$ cat src/rtl/saturate.sv
// Unsigned clamp of an IN_W-bit value into OUT_W bits, with a registered copy of the
// result and saturation statistics (event counter plus sticky flag).
module saturate #(
  parameter int unsigned IN_W  = 10,
  parameter int unsigned OUT_W = 8,
  parameter int unsigned CNT_W = 16
) (
  input  logic             clk,
  input  logic             rst,
  input  logic             en,
  input  logic             clr_stats,
  input  logic [IN_W-1:0]  din,
  output logic [OUT_W-1:0] dout,
  output logic             sat,
  output logic [OUT_W-1:0] dout_q,
  output logic             sat_q,
  output logic [CNT_W-1:0] sat_cnt,
  output logic             sat_sticky
);

  localparam logic [OUT_W-1:0] MaxV   = '1;
  localparam logic [CNT_W-1:0] CntMax = '1;

  logic [OUT_W-1:0] dout_d;
  logic             sat_d;
  logic [CNT_W-1:0] sat_cnt_d;
  logic             sat_sticky_d;

  // Combinational clamp: any set bit above the output range forces full scale.
  always_comb begin
    sat  = |din[IN_W-1:OUT_W];
    dout = sat ? MaxV : din[OUT_W-1:0];
  end

  // Next-state for the registered copy and the statistics; clear beats increment.
  always_comb begin
    dout_d       = dout_q;
    sat_d        = sat_q;
    sat_cnt_d    = sat_cnt;
    sat_sticky_d = sat_sticky;
    if (en) begin
      dout_d = dout;
      sat_d  = sat;
    end
    if (clr_stats) begin
      sat_cnt_d    = '0;
      sat_sticky_d = 1'b0;
    end else if (en && sat) begin
      sat_sticky_d = 1'b1;
      // Counter pins at all-ones instead of wrapping.
      if (sat_cnt != CntMax) begin
        sat_cnt_d = sat_cnt + CNT_W'(1);
      end
    end
  end

  // State registers with synchronous active-high reset.
  always_ff @(posedge clk) begin
    if (rst) begin
      dout_q     <= '0;
      sat_q      <= 1'b0;
      sat_cnt    <= '0;
      sat_sticky <= 1'b0;
    end else begin
      dout_q     <= dout_d;
      sat_q      <= sat_d;
      sat_cnt    <= sat_cnt_d;
      sat_sticky <= sat_sticky_d;
    end
  end

endmodule

$ cat config.mk
export PLATFORM = sky130hd
export DESIGN_NAME = saturate
export DESIGN_NICKNAME = d
export VERILOG_FILES = /design/src/rtl/saturate.sv
export SDC_FILE = /design/constraint.sdc
export NUM_CORES = 1
export LEC_CHECK = 0
export ABC_CLOCK_PERIOD_IN_PS = 1600
export BUFFER_PORTS_ARGS = -buffer_cell sky130_fd_sc_hd__buf_2
export CELL_PAD_IN_SITES_DETAIL_PLACEMENT = 0
export CELL_PAD_IN_SITES_GLOBAL_PLACEMENT = 2
export CORE_ASPECT_RATIO = 0.6
export CORE_MARGIN = 2
export CORE_UTILIZATION = 25
export DETAILED_ROUTE_END_ITERATION = 16
export GPL_TIMING_DRIVEN = 0
export PLACE_DENSITY = 0.74
export SLEW_MARGIN = 20
export SYNTH_ARGS = -nofsm -noshare
export SYNTH_HDL_FRONTEND = slang
export SYNTH_SLANG_ARGS = --single-unit
$ cat constraint.sdc
create_clock -name clk -period 1.6 [get_ports clk]
set_input_delay 0.08 -clock clk [delete_from_list [all_inputs] [get_ports clk]]
set_output_delay 0.08 -clock clk [all_outputs]
set_load 0.005 [all_outputs]
==> results.md, run 1 <==
* Status: complete, but fails checks
* Failing checks: negative setup slack
* Min-Delay Path Class: input port to flop
* Initial DRC Count at 53
* Setup WS post-layout at -0.04452 ns
* Layout Nets at between 200 and 250
* Routed vias/inst at roughly 5.1
* Critical Path Fanout Max at 7
* Syn_area_per_cell at 9.135 um2
* Synth Register Bits at 26
* Core area at 0.005055 mm2
* Pin count of the biggest net entering global routing at 15
* Die Y at 59.99 um
* Register area share after synthesis at between 30% and 40%
* Critical path type: flop to flop
* Final Util at a little under two fifths
* Clock root cell: clkbuf_8
* WL/cell at around 14 um
* Antenna-violating nets left at 0
* RSZ-0062 raised after global routing: true
* Vias in the first global route at between 1,000 and 1,500
* CTS tree: done
* Fill cells at around 530
* Clock Path Buffers at 2
* Worst EP arrival at about 1.9 ns
* Final period utilization at 102.8%
* Pre-CTS WS at -0.3294 ns
* Die area at roughly 0.0058 mm2
* Max Fclk at 0.6081 GHz
* Initial core utilization at 25.84%
* Cells after Synth at 143
* CP endpoint kind: flop
* WL final at about 3.8 mm
* Max Cap Violations at 0
* Hold endpoint: sat_cnt[15]$_SDFFE_PP0P_
* Peak supply drop at between 0.0002 and 0.00025 V
* Die width at 97.32 um
* Hpwl dp at around 2.7 mm
* Minimum clock period at ~1.6 ns
* Power density over the cells at between 600 and 700 mW/mm2
* Max stage delay on crit path at 0.48 ns
* Worst rel slew slack at 59.18%
* First-pass DRT Iterations at 4
* Synthesized Nets at about 160
* CP Launch Type: flop
* CTS Sinks at 26
* Hold path cells at 3
* Total gr overflow at 0
* Worst-Skew Late Latency at ~0.28 ns
* Synth area leaders: dfxtp_1 40%, mux2i_1 7.7%, or3_1 6.2%
* Register area at ~550 um2
* Req. time, crit path at 1.81 ns
* R2r endpoint: sat_cnt[6]$_SDFFE_PP0P_
* Hold wc startpoint: rst
* CP top delay family: simple AND/OR/NAND/NOR gates
* Mapped Area at ~0.0013 mm2
* Layout cells sized above 1 at a little under half
* FFs w/ async S/R, synth at 0%
* I/O pins at 49
* Total number of yosys warnings at 0
* Via count of the routed design at 1,379
* CTS Buf Count at 3
* R2R depth at 6
* Top FF cell, synth: dfxtp_1
* Setup_tns at -0.1567 ns
* WP buf/inv at 1
* Distinct cells, synth at 37
* Cell row count at 20
* Placed insts at between 200 and 300
* Worst-path cell chain: ha_4, nand4_1, nor4_4, buf_4, or4_4, a21oi_2
* Final Hold Fails at 0
* Number of synthesized flops with an enable pin at 0
* Total Routing Usage GR at 13.17%
* Hold bufs inserted after CTS at 0
* Synth area leader: dfxtp_1
* CP max stage cell: or4_4
* FF-to-FF Start: sat_cnt[0]$_SDFFE_PP0P_
* Area of the multi-input gates at 810.8 um2
* Synth-to-Final Area Change at 42.72%
* Final GP Congestion at between 0.7 and 0.8
* DRC viols at 0
* Clock skew at ~0.0072 ns
* Reg2reg setup slack at -0.04 ns
* # port buffers at 48
* Post-synth top area share at between 30 and 40%
* Final Setup Violations at 6
* First-pass GRT wire length at about 6.1 mm
* Final Max Slew Viols at 0
* Cell Count, Final, Fillers Out at 270
* H-tree Lvls at 1
* Slew @ Worst Pin at slightly above 0.6 ns
* Antenna violations before repair at 0
* Leakage power at a little under 0.8 nW
* # diodes at 0
* Clk slew on worst S/H paths at ~0.10 ns
==> repair_timing <==
action / CTS / global route
cloned: 0 / 1
pin swaps: 10 / 9
setup buffers: 4 / 5
resized for setup: 18 / 15
setup endpoints to repair: 15 / 15
==> state kept, by name, summed over array words and instances, names as in the netlist <==
signal      cells
sat_cnt        16
dout_q          8
sat_q           1
sat_sticky      1
==> Yosys cell counts (2+ instances only) <==
library cell and count:
o21ai_0 3, and4_1 2, nand3_1 5, or3_1 13, or4_1 8, nand2_1 11
nand4_1 2, clkbuf_1 3, nor2_1 12, a21oi_1 12, inv_1 3, mux2i_1 10
o31ai_1 8, buf_6 2, and2_1 2, dfxtp_1 26
==> how the worst max path moves through the flow <==
| stage | start | to | slack, ns | cells after the start |
|---|---|---|---|---|
| 2_1_floorplan | sat_cnt[0]$_SDFFE_PP0P_ | sat_cnt[2]$_SDFFE_PP0P_ | 0.002 | 4 |
| 3_3_place_gp | sat_cnt[5]$_SDFFE_PP0P_ | sat_cnt[5]$_SDFFE_PP0P_ | -0.29 | 5 |
| 3_5_place_dp | sat_cnt[0]$_SDFFE_PP0P_ | sat_cnt[5]$_SDFFE_PP0P_ | -0.33 | 6 |
| 4_1_cts | sat_cnt[2]$_SDFFE_PP0P_ | sat_cnt[13]$_SDFFE_PP0P_ | 0.003 | 4 |
| 5_1_grt | sat_cnt[0]$_SDFFE_PP0P_ | sat_cnt[0]$_SDFFE_PP0P_ | -0.10 | 7 |
| 6_report | sat_cnt[0]$_SDFFE_PP0P_ | sat_cnt[6]$_SDFFE_PP0P_ | -0.04 | 6 |
==> worst min-delay path, stage by stage <==
cell     delay [ns]
buf_2          0.10
or3_1          0.10
mux2i_1        0.06
==> layer usage <==
layer	global-route usage, %	part of all wire (%)	up-vias
met5	0	0	-
met4	2.183	0.37	0
met3	3.626	4.8	2
met2	20.83	45	37
met1	18.46	50	668
li1	-	-	672
==> cell type report <==
cell class / count / area share (%)
buffer: 6 / 2.013
inverter: 3 / 0.6040
timing repair buffer: 57 / 17.05
sequential: 26 / 29.46
tap: 66 / 4.430
clock buffer: 4 / 2.953
multi-input combinational: 108 / 43.49
==> cells by family after synthesis <==
kind of cell	after synthesis	share of synthesized area, %
DFF	26	39.85
adders and majority gates	1	0.9577
and+or+nand+nor	66	31.99
AOI/OAI and AO/OA	31	15.81
buffers and inverters	9	3.735
muxes	10	7.663
==> cell usage in the layout (no fill, tap or decap), types with 2 or more instances in the layout <==
cell type / Yosys / layout
or4_1: 8 / 6
dfxtp_4: 0 / 5
dfxtp_2: 0 / 8
inv_1: 3 / 3
a21oi_1: 12 / 10
nor2_1: 12 / 12
buf_4: 0 / 7
dfxtp_1: 26 / 13
nor4_4: 1 / 2
nand3_1: 5 / 5
clkbuf_1: 3 / 3
buf_6: 2 / 2
buf_2: 0 / 49
clkbuf_8: 0 / 4
or3_1: 13 / 13
nand4_1: 2 / 2
o31ai_1: 8 / 8
and2_1: 2 / 2
mux2i_1: 10 / 10
nand2_1: 11 / 10
a21oi_2: 0 / 2
or4_4: 0 / 2
==> power breakdown <==
group / internal, mW / switching [mW] / total (mW)
registers: 0.659 / 0.00983 / 0.669
logic: 0.0616 / 0.0703 / 0.132
clock network: 0.221 / 0.223 / 0.444
total: 0.941 / 0.304 / 1.24
==> stage by stage <==
step / power, mW / hold slack, ns / area, um2
3_3_place_gp: 0.8190 / 0.3956 / 1635
2_1_floorplan: 0.7545 / 0.2594 / 1313
5_1_grt: 1.306 / 0.1259 / 1864
3_5_place_dp: 0.8195 / 0.3955 / 1635
4_1_cts: 1.258 / 0.09416 / 1769
6_report: 1.245 / 0.09878 / 1864
Note: power is estimated with default switching activity, not from simulation.
==> run 2, diff against run 1 <==
--- a/config.mk
+++ b/config.mk
@@ -14,7 +14,9 @@
 export CORE_UTILIZATION = 25
 export DETAILED_ROUTE_END_ITERATION = 16
 export GPL_TIMING_DRIVEN = 0
+export MAX_ROUTING_LAYER = met4
 export PLACE_DENSITY = 0.74
+export SETUP_SLACK_MARGIN = 0.05
 export SLEW_MARGIN = 20
 export SYNTH_ARGS = -nofsm -noshare
 export SYNTH_HDL_FRONTEND = slang
==> run 2 against run 1 <==
  * The run now ends clean
  * Die area stayed put
  * Combinational power about the same
  * Via count fell by 0.36%
  * Setup slack improved by 0.083 ns
  * Critical path type unchanged
==> results.md, run 2 (synthesis gave the netlist of run 1 again) <==
* Clk slew on worst S/H paths at approximately 0.090 ns
* Initial DRC Count at 71
* Most frequent cells in the layout: 48 x buf_2, 13 x or3_1, 12 x a21oi_1, 12 x nor2_1, 12 x dfxtp_1
* H-tree Lvls at 1
* Setup WS post-layout at about 0.038 ns
* Die Y at between 50 and 60 um
* Antenna violations before repair at 0
* Hpwl dp at 2.863 mm
* Final Setup Violations at 0
* CP Launch Type: flop
* Cell row count at 20
* Register area at 550.5 um2
* Cell Count, Final, Fillers Out at around 270
* CP max stage cell: or4_1
* Clock Path Buffers at 2
* # diodes at 0
* Layout cells sized above 1 at approximately 45%
* Worst-path cell chain: and3_1, nand3_4, or4_1, a21oi_1
* Die area at around 0.0058 mm2
* Req. time, crit path at ~1.8 ns
* I/O pins at approximately 50
* Minimum clock period at 1.562 ns
* First-pass DRT Iterations at 4
* Initial core utilization at 25.84%
* Leakage power at between 0.7 and 0.8 nW
* CTS Sinks at 26
* Final Max Slew Viols at 0
* Worst EP arrival at ~1.8 ns
* Max Cap Violations at 0
* Via count of the routed design at 1,374
* Routed vias/inst at between 5 and 6
* Final instance area at roughly 0.0019 mm2
* Worst-Skew Late Latency at approximately 0.27 ns
* DRC viols at 0
* Synth-to-Final Area Change at 42.34%
* Final Hold Fails at 0
* CP top delay family: simple AND/OR/NAND/NOR gates
* Final Util at a little under two fifths
* Largest register FFs at 16
* Antenna-violating nets left at 0
* Max Fclk at between 0.6 and 0.7 GHz
* Clock skew at about 0.0037 ns
* Hold bufs inserted after CTS at 0
* Pin count of the biggest net entering global routing at 14
* WP buf/inv at 0
* CTS Buf Count at 3
* Hold path cells at 3
* Slew @ Worst Pin at 0.6402 ns
* Post-DP Area at 0.001649 mm2
* RSZ-0062 raised after global routing: true
* Max stage delay on crit path at 0.52 ns
* R2R depth at 4
* Biggest register: sat_cnt
* Area of the multi-input gates at ~800 um2
* Critical path type: flop to flop
* Top Registers: sat_cnt x16, dout_q x8
* Crit path depth at 4
* WL final at around 4 mm
* CTS tree: done
* CP endpoint kind: flop
* Status: finished clean
* Worst rel slew slack at 57.32%
* Peak supply drop at 0.0002852 V
* WL/cell at approximately 15 um
* Layout Nets at approximately 220
* First-pass GRT wire length at 6.741 mm
* Core area at just over 0.005 mm2
* Placed insts at 257
* Pre-CTS WS at -0.3569 ns
* Most common cell after layout, fill and taps aside: buf_2
* Total gr overflow at 0
* Power density over the cells at about 630 mW/mm2
* # port buffers at between 40 and 50
* Final GP Congestion at around 0.72
* Critical Path Fanout Max at 9
* Clock root cell: clkbuf_8
* Die width at just under 100 um
* Final period utilization at between 90% and 100%
* Vias in the first global route at approximately 1,400
* Min-Delay Path Class: input port to flop
* Fill cells at around 540
* Total Routing Usage GR at between 10% and 20%
run 2: layer usage:
metal / routed length [um] / global-route usage (%) / part of all wire (%)
met3: 115 / 2.573 / 2.9
met4: 27 / 2.976 / 0.67
met5: 0 / - / 0
met2: 1797 / 24.40 / 45
met1: 2069 / 19.75 / 52
run 2: what timing repair did:
item / CTS / global route
buffers inserted: 11 / 0
resized for setup: 17 / 10
setup endpoints to repair: 15 / 15
pin swaps: 17 / 0
run 2: path summary, 6_finish.rpt:
check,from,slack [ns],endpoint
worst max-delay path,sat_cnt[4]$_SDFFE_PP0P_,0.04,sat_cnt[13]$_SDFFE_PP0P_
worst min-delay path,clr_stats,0.11,sat_cnt[5]$_SDFFE_PP0P_
worst max register to register,sat_cnt[4]$_SDFFE_PP0P_,0.04,sat_cnt[13]$_SDFFE_PP0P_
worst min register to register,sat_sticky$_SDFFE_PP0P_,0.48,sat_sticky$_SDFFE_PP0P_
run 2: cell type report:
cell class              count  share of cell area [%]
plain buffers               6                   2.019
flip-flops and latches     26                   29.61
clock buffers               3                   2.221
multi-input cells         108                   43.07
inverters                   3                  0.6057
repair buffers             59                   18.04
well taps                  66                   4.441
run 2: tightest hold or removal path, delay by kind of cell:
kind	cells	cell delay, ns
buffers and inverters	1	0.11
AND/OR/NAND/NOR	1	0.10
multiplexers	1	0.06
run 2: metrics by stage:
| step | TNS, ns | hold WS (ns) | total power, mW |
|---|---|---|---|
| detailed placement | -3.743 | 0.4090 | 0.8228 |
| floorplan | 0 | 0.2594 | 0.7555 |
| global placement | -2.760 | 0.3922 | 0.8193 |
| global route | -0.2139 | 0.09777 | 1.238 |
| finish | 0 | 0.1081 | 1.176 |
| CTS | 0 | 0.1123 | 1.182 |
run 2: power breakdown:
part           internal [mW]  switching [mW]  leakage [nW]
combinational         0.0614          0.0710         0.528
clock                  0.169           0.205        0.0216
sequential             0.659          0.0108         0.221
total                  0.889           0.287         0.771
==> run 3, diff against run 2 <==
--- a/config.mk
+++ b/config.mk
@@ -15,7 +15,7 @@
 export DETAILED_ROUTE_END_ITERATION = 16
 export GPL_TIMING_DRIVEN = 0
 export MAX_ROUTING_LAYER = met4
-export PLACE_DENSITY = 0.74
+export PLACE_DENSITY = 0.8
 export SETUP_SLACK_MARGIN = 0.05
 export SLEW_MARGIN = 20
 export SYNTH_ARGS = -nofsm -noshare
==> run 3 against run 2 <==
  * Via count decreased by 3.1%
  * Sequential share of layout area increased by 0.37 points
  * Global-route usage down 1.4 points
  * First-iteration DRC count decreased by 15%
  * Clock-buffer cell count stayed put
  * Total power is 15% higher
  * Largest cell class unchanged
==> results.md, run 3 (synthesis gave the netlist of run 1 again) <==
* # diodes at 0
* Max stage delay on crit path at about 0.56 ns
* Total gr overflow at 0
* Minimum clock period at around 1.6 ns
* Final Hold Fails at 0
* Leakage power at approximately 0.76 nW
* First-pass DRT Iterations at 4
* WL final at between 3 and 4 mm
* Hpwl dp at between 2 and 3 mm
* Via count of the routed design at roughly 1,300
* Most used routing layer: met1
* CTS Sinks at 26
* CP endpoint kind: flop
* Initial core utilization at between 20 and 30%
* Core area at between 0.005 and 0.006 mm2
* Die width at a little under 100 um
* Worst EP arrival at approximately 1.8 ns
* Max Fclk at approximately 0.64 GHz
* Final instance area at about 0.0019 mm2
* Synth-to-Final Area Change at 41.86%
* RSZ-0062 raised after global routing: true
* Largest register FFs at 16
* Layout Nets at 221
* Final GP Congestion at roughly 0.74
* GR Util met1 at ~20%
* Clk slew on worst S/H paths at approximately 0.1 ns
* Antenna-violating nets left at 0
* Post-DP Area at around 0.0016 mm2
* Final Max Slew Viols at 0
* Pin count of the biggest net entering global routing at 16
* Power consumption at approximately 1.4 mW
* I/O pins at slightly below 50
* Routed vias/inst at 4.911
* Die area at about 0.0058 mm2
* Critical path type: flop to flop
* Layout cells sized above 1 at ~44%
* Most common cell after layout, fill and taps aside: buf_2
* Power density over the cells at 732.7 mW/mm2
* Vias in the first global route at between 1,000 and 1,500
* Met3 usage at 2.924%
* CTS tree: done
* CP max stage cell: or4_4
* CTS Buf Count at 3
* Antenna violations before repair at 0
* Req. time, crit path at 1.82 ns
* Final Setup Violations at 0
* Final period utilization at a little over nine tenths
* Worst rel slew slack at between 50% and 60%
* Die Y at 59.99 um
* WL/cell at roughly 14 um
* CP Launch Type: flop
* Clock skew at between 0.007 and 0.008 ns
* Min-Delay Path Class: input port to flop
* Most frequent cells in the layout: 48 x buf_2, 13 x or3_1, 12 x a21oi_1, 12 x nor2_1, 12 x dfxtp_1
* Met2 Track Usage GR at 18.45%
* Max Cap Violations at 0
* Critical Path Fanout Max at 3
* Clock root cell: clkbuf_8
* Total Routing Usage GR at a little over an eighth
* Top Registers: sat_cnt x16, dout_q x8
* Hold bufs inserted after CTS at 0
* Status: finished clean
* Biggest register: sat_cnt
* H-tree Lvls at 1
* First-pass GRT wire length at roughly 6 mm
* Slew @ Worst Pin at between 0.6 and 0.7 ns
* Worst-path cell chain: ha_4, nand4_1, or4_4, a31oi_1, a41o_1
* DRC viols at 0
* Clock Path Buffers at 2
* Cell row count at 20
* Fill cells at between 500 and 600
* Initial DRC Count at 60
* Worst-Skew Late Latency at 0.28 ns
* # port buffers at 48
* Peak supply drop at around 0.00037 V
run 3: changes by cell type in the layout (fill, tap and decap cells not counted), sizes merged:
| cell | before | now |
|---|---|---|
| buf | 62 | 61 |
| bufinv | 0 | 1 |
run 3: timing repair:
item / 4_1_cts / 5_1_grt
buffers inserted: 10 / 0
endpoints found under the setup margin: 15 / 15
gates resized for setup: 19 / 7
pin swaps: 15 / 3
run 3: area by class of cell:
cell class	instances	area [um2]	area share (%)
inverter	3	11.26	0.6077
tap	66	82.58	4.456
timing repair buffer	58	315.3	17.02
multi-input combinational	108	779.5	42.07
clock buffer	3	41.29	2.228
buffer	6	37.54	2.026
sequential	26	555.5	29.98
clock inverter	1	30.03	1.621
run 3: report_power, final:
group	internal (mW)	leakage, nW	switching [mW]
registers	0.656	0.222	0.0108
logic	0.0615	0.504	0.0689
clock network	0.335	0.0357	0.226
total	1.05	0.761	0.305
run 3: critical path, delay by kind of cell (launching register included):
family                   cells  cell delay, ns
adder cells (fa/ha/maj)      1            0.14
flip-flops                   1            0.38
AO/OA/AOI/OAI                2            0.26
AND/OR/NAND/NOR              2            0.72
run 3: worst paths after layout:
kind	start	end	slack (ns)	depth (start not counted)
setup / recovery	sat_cnt[0]$_SDFFE_PP0P_	sat_cnt[2]$_SDFFE_PP0P_	0.04	5
hold / removal	rst	sat_cnt[15]$_SDFFE_PP0P_	0.09	3
setup reg to reg	sat_cnt[0]$_SDFFE_PP0P_	sat_cnt[2]$_SDFFE_PP0P_	0.04	5
hold reg to reg	sat_sticky$_SDFFE_PP0P_	sat_sticky$_SDFFE_PP0P_	0.48	2
run 3: layer usage:
| metal | part of all wire, % | routed length [um] | vias to the layer above |
|---|---|---|---|
| met3 | 4.5 | 173 | 2 |
| li1 | - | - | 678 |
| met1 | 55 | 2118 | 622 |
| met5 | 0 | 0 | - |
| met4 | 0.70 | 27 | 0 |
| met2 | 40 | 1516 | 29 |
run 3: stage by stage:
step                      TNS, ns  worst slack (ns)  hold slack, ns  std cells  utilization, %
after CTS                       0           0.02456         0.09012        271           36.41
final                           0           0.03945         0.09361        271           36.66
after global placement     -3.158           -0.2989          0.4005        257           32.62
after floorplan                 0           0.05097          0.2594        143               -
after detailed placement   -2.879           -0.2811          0.4046        257           32.62
after global routing      -0.3630          -0.06619          0.1221        271           36.66
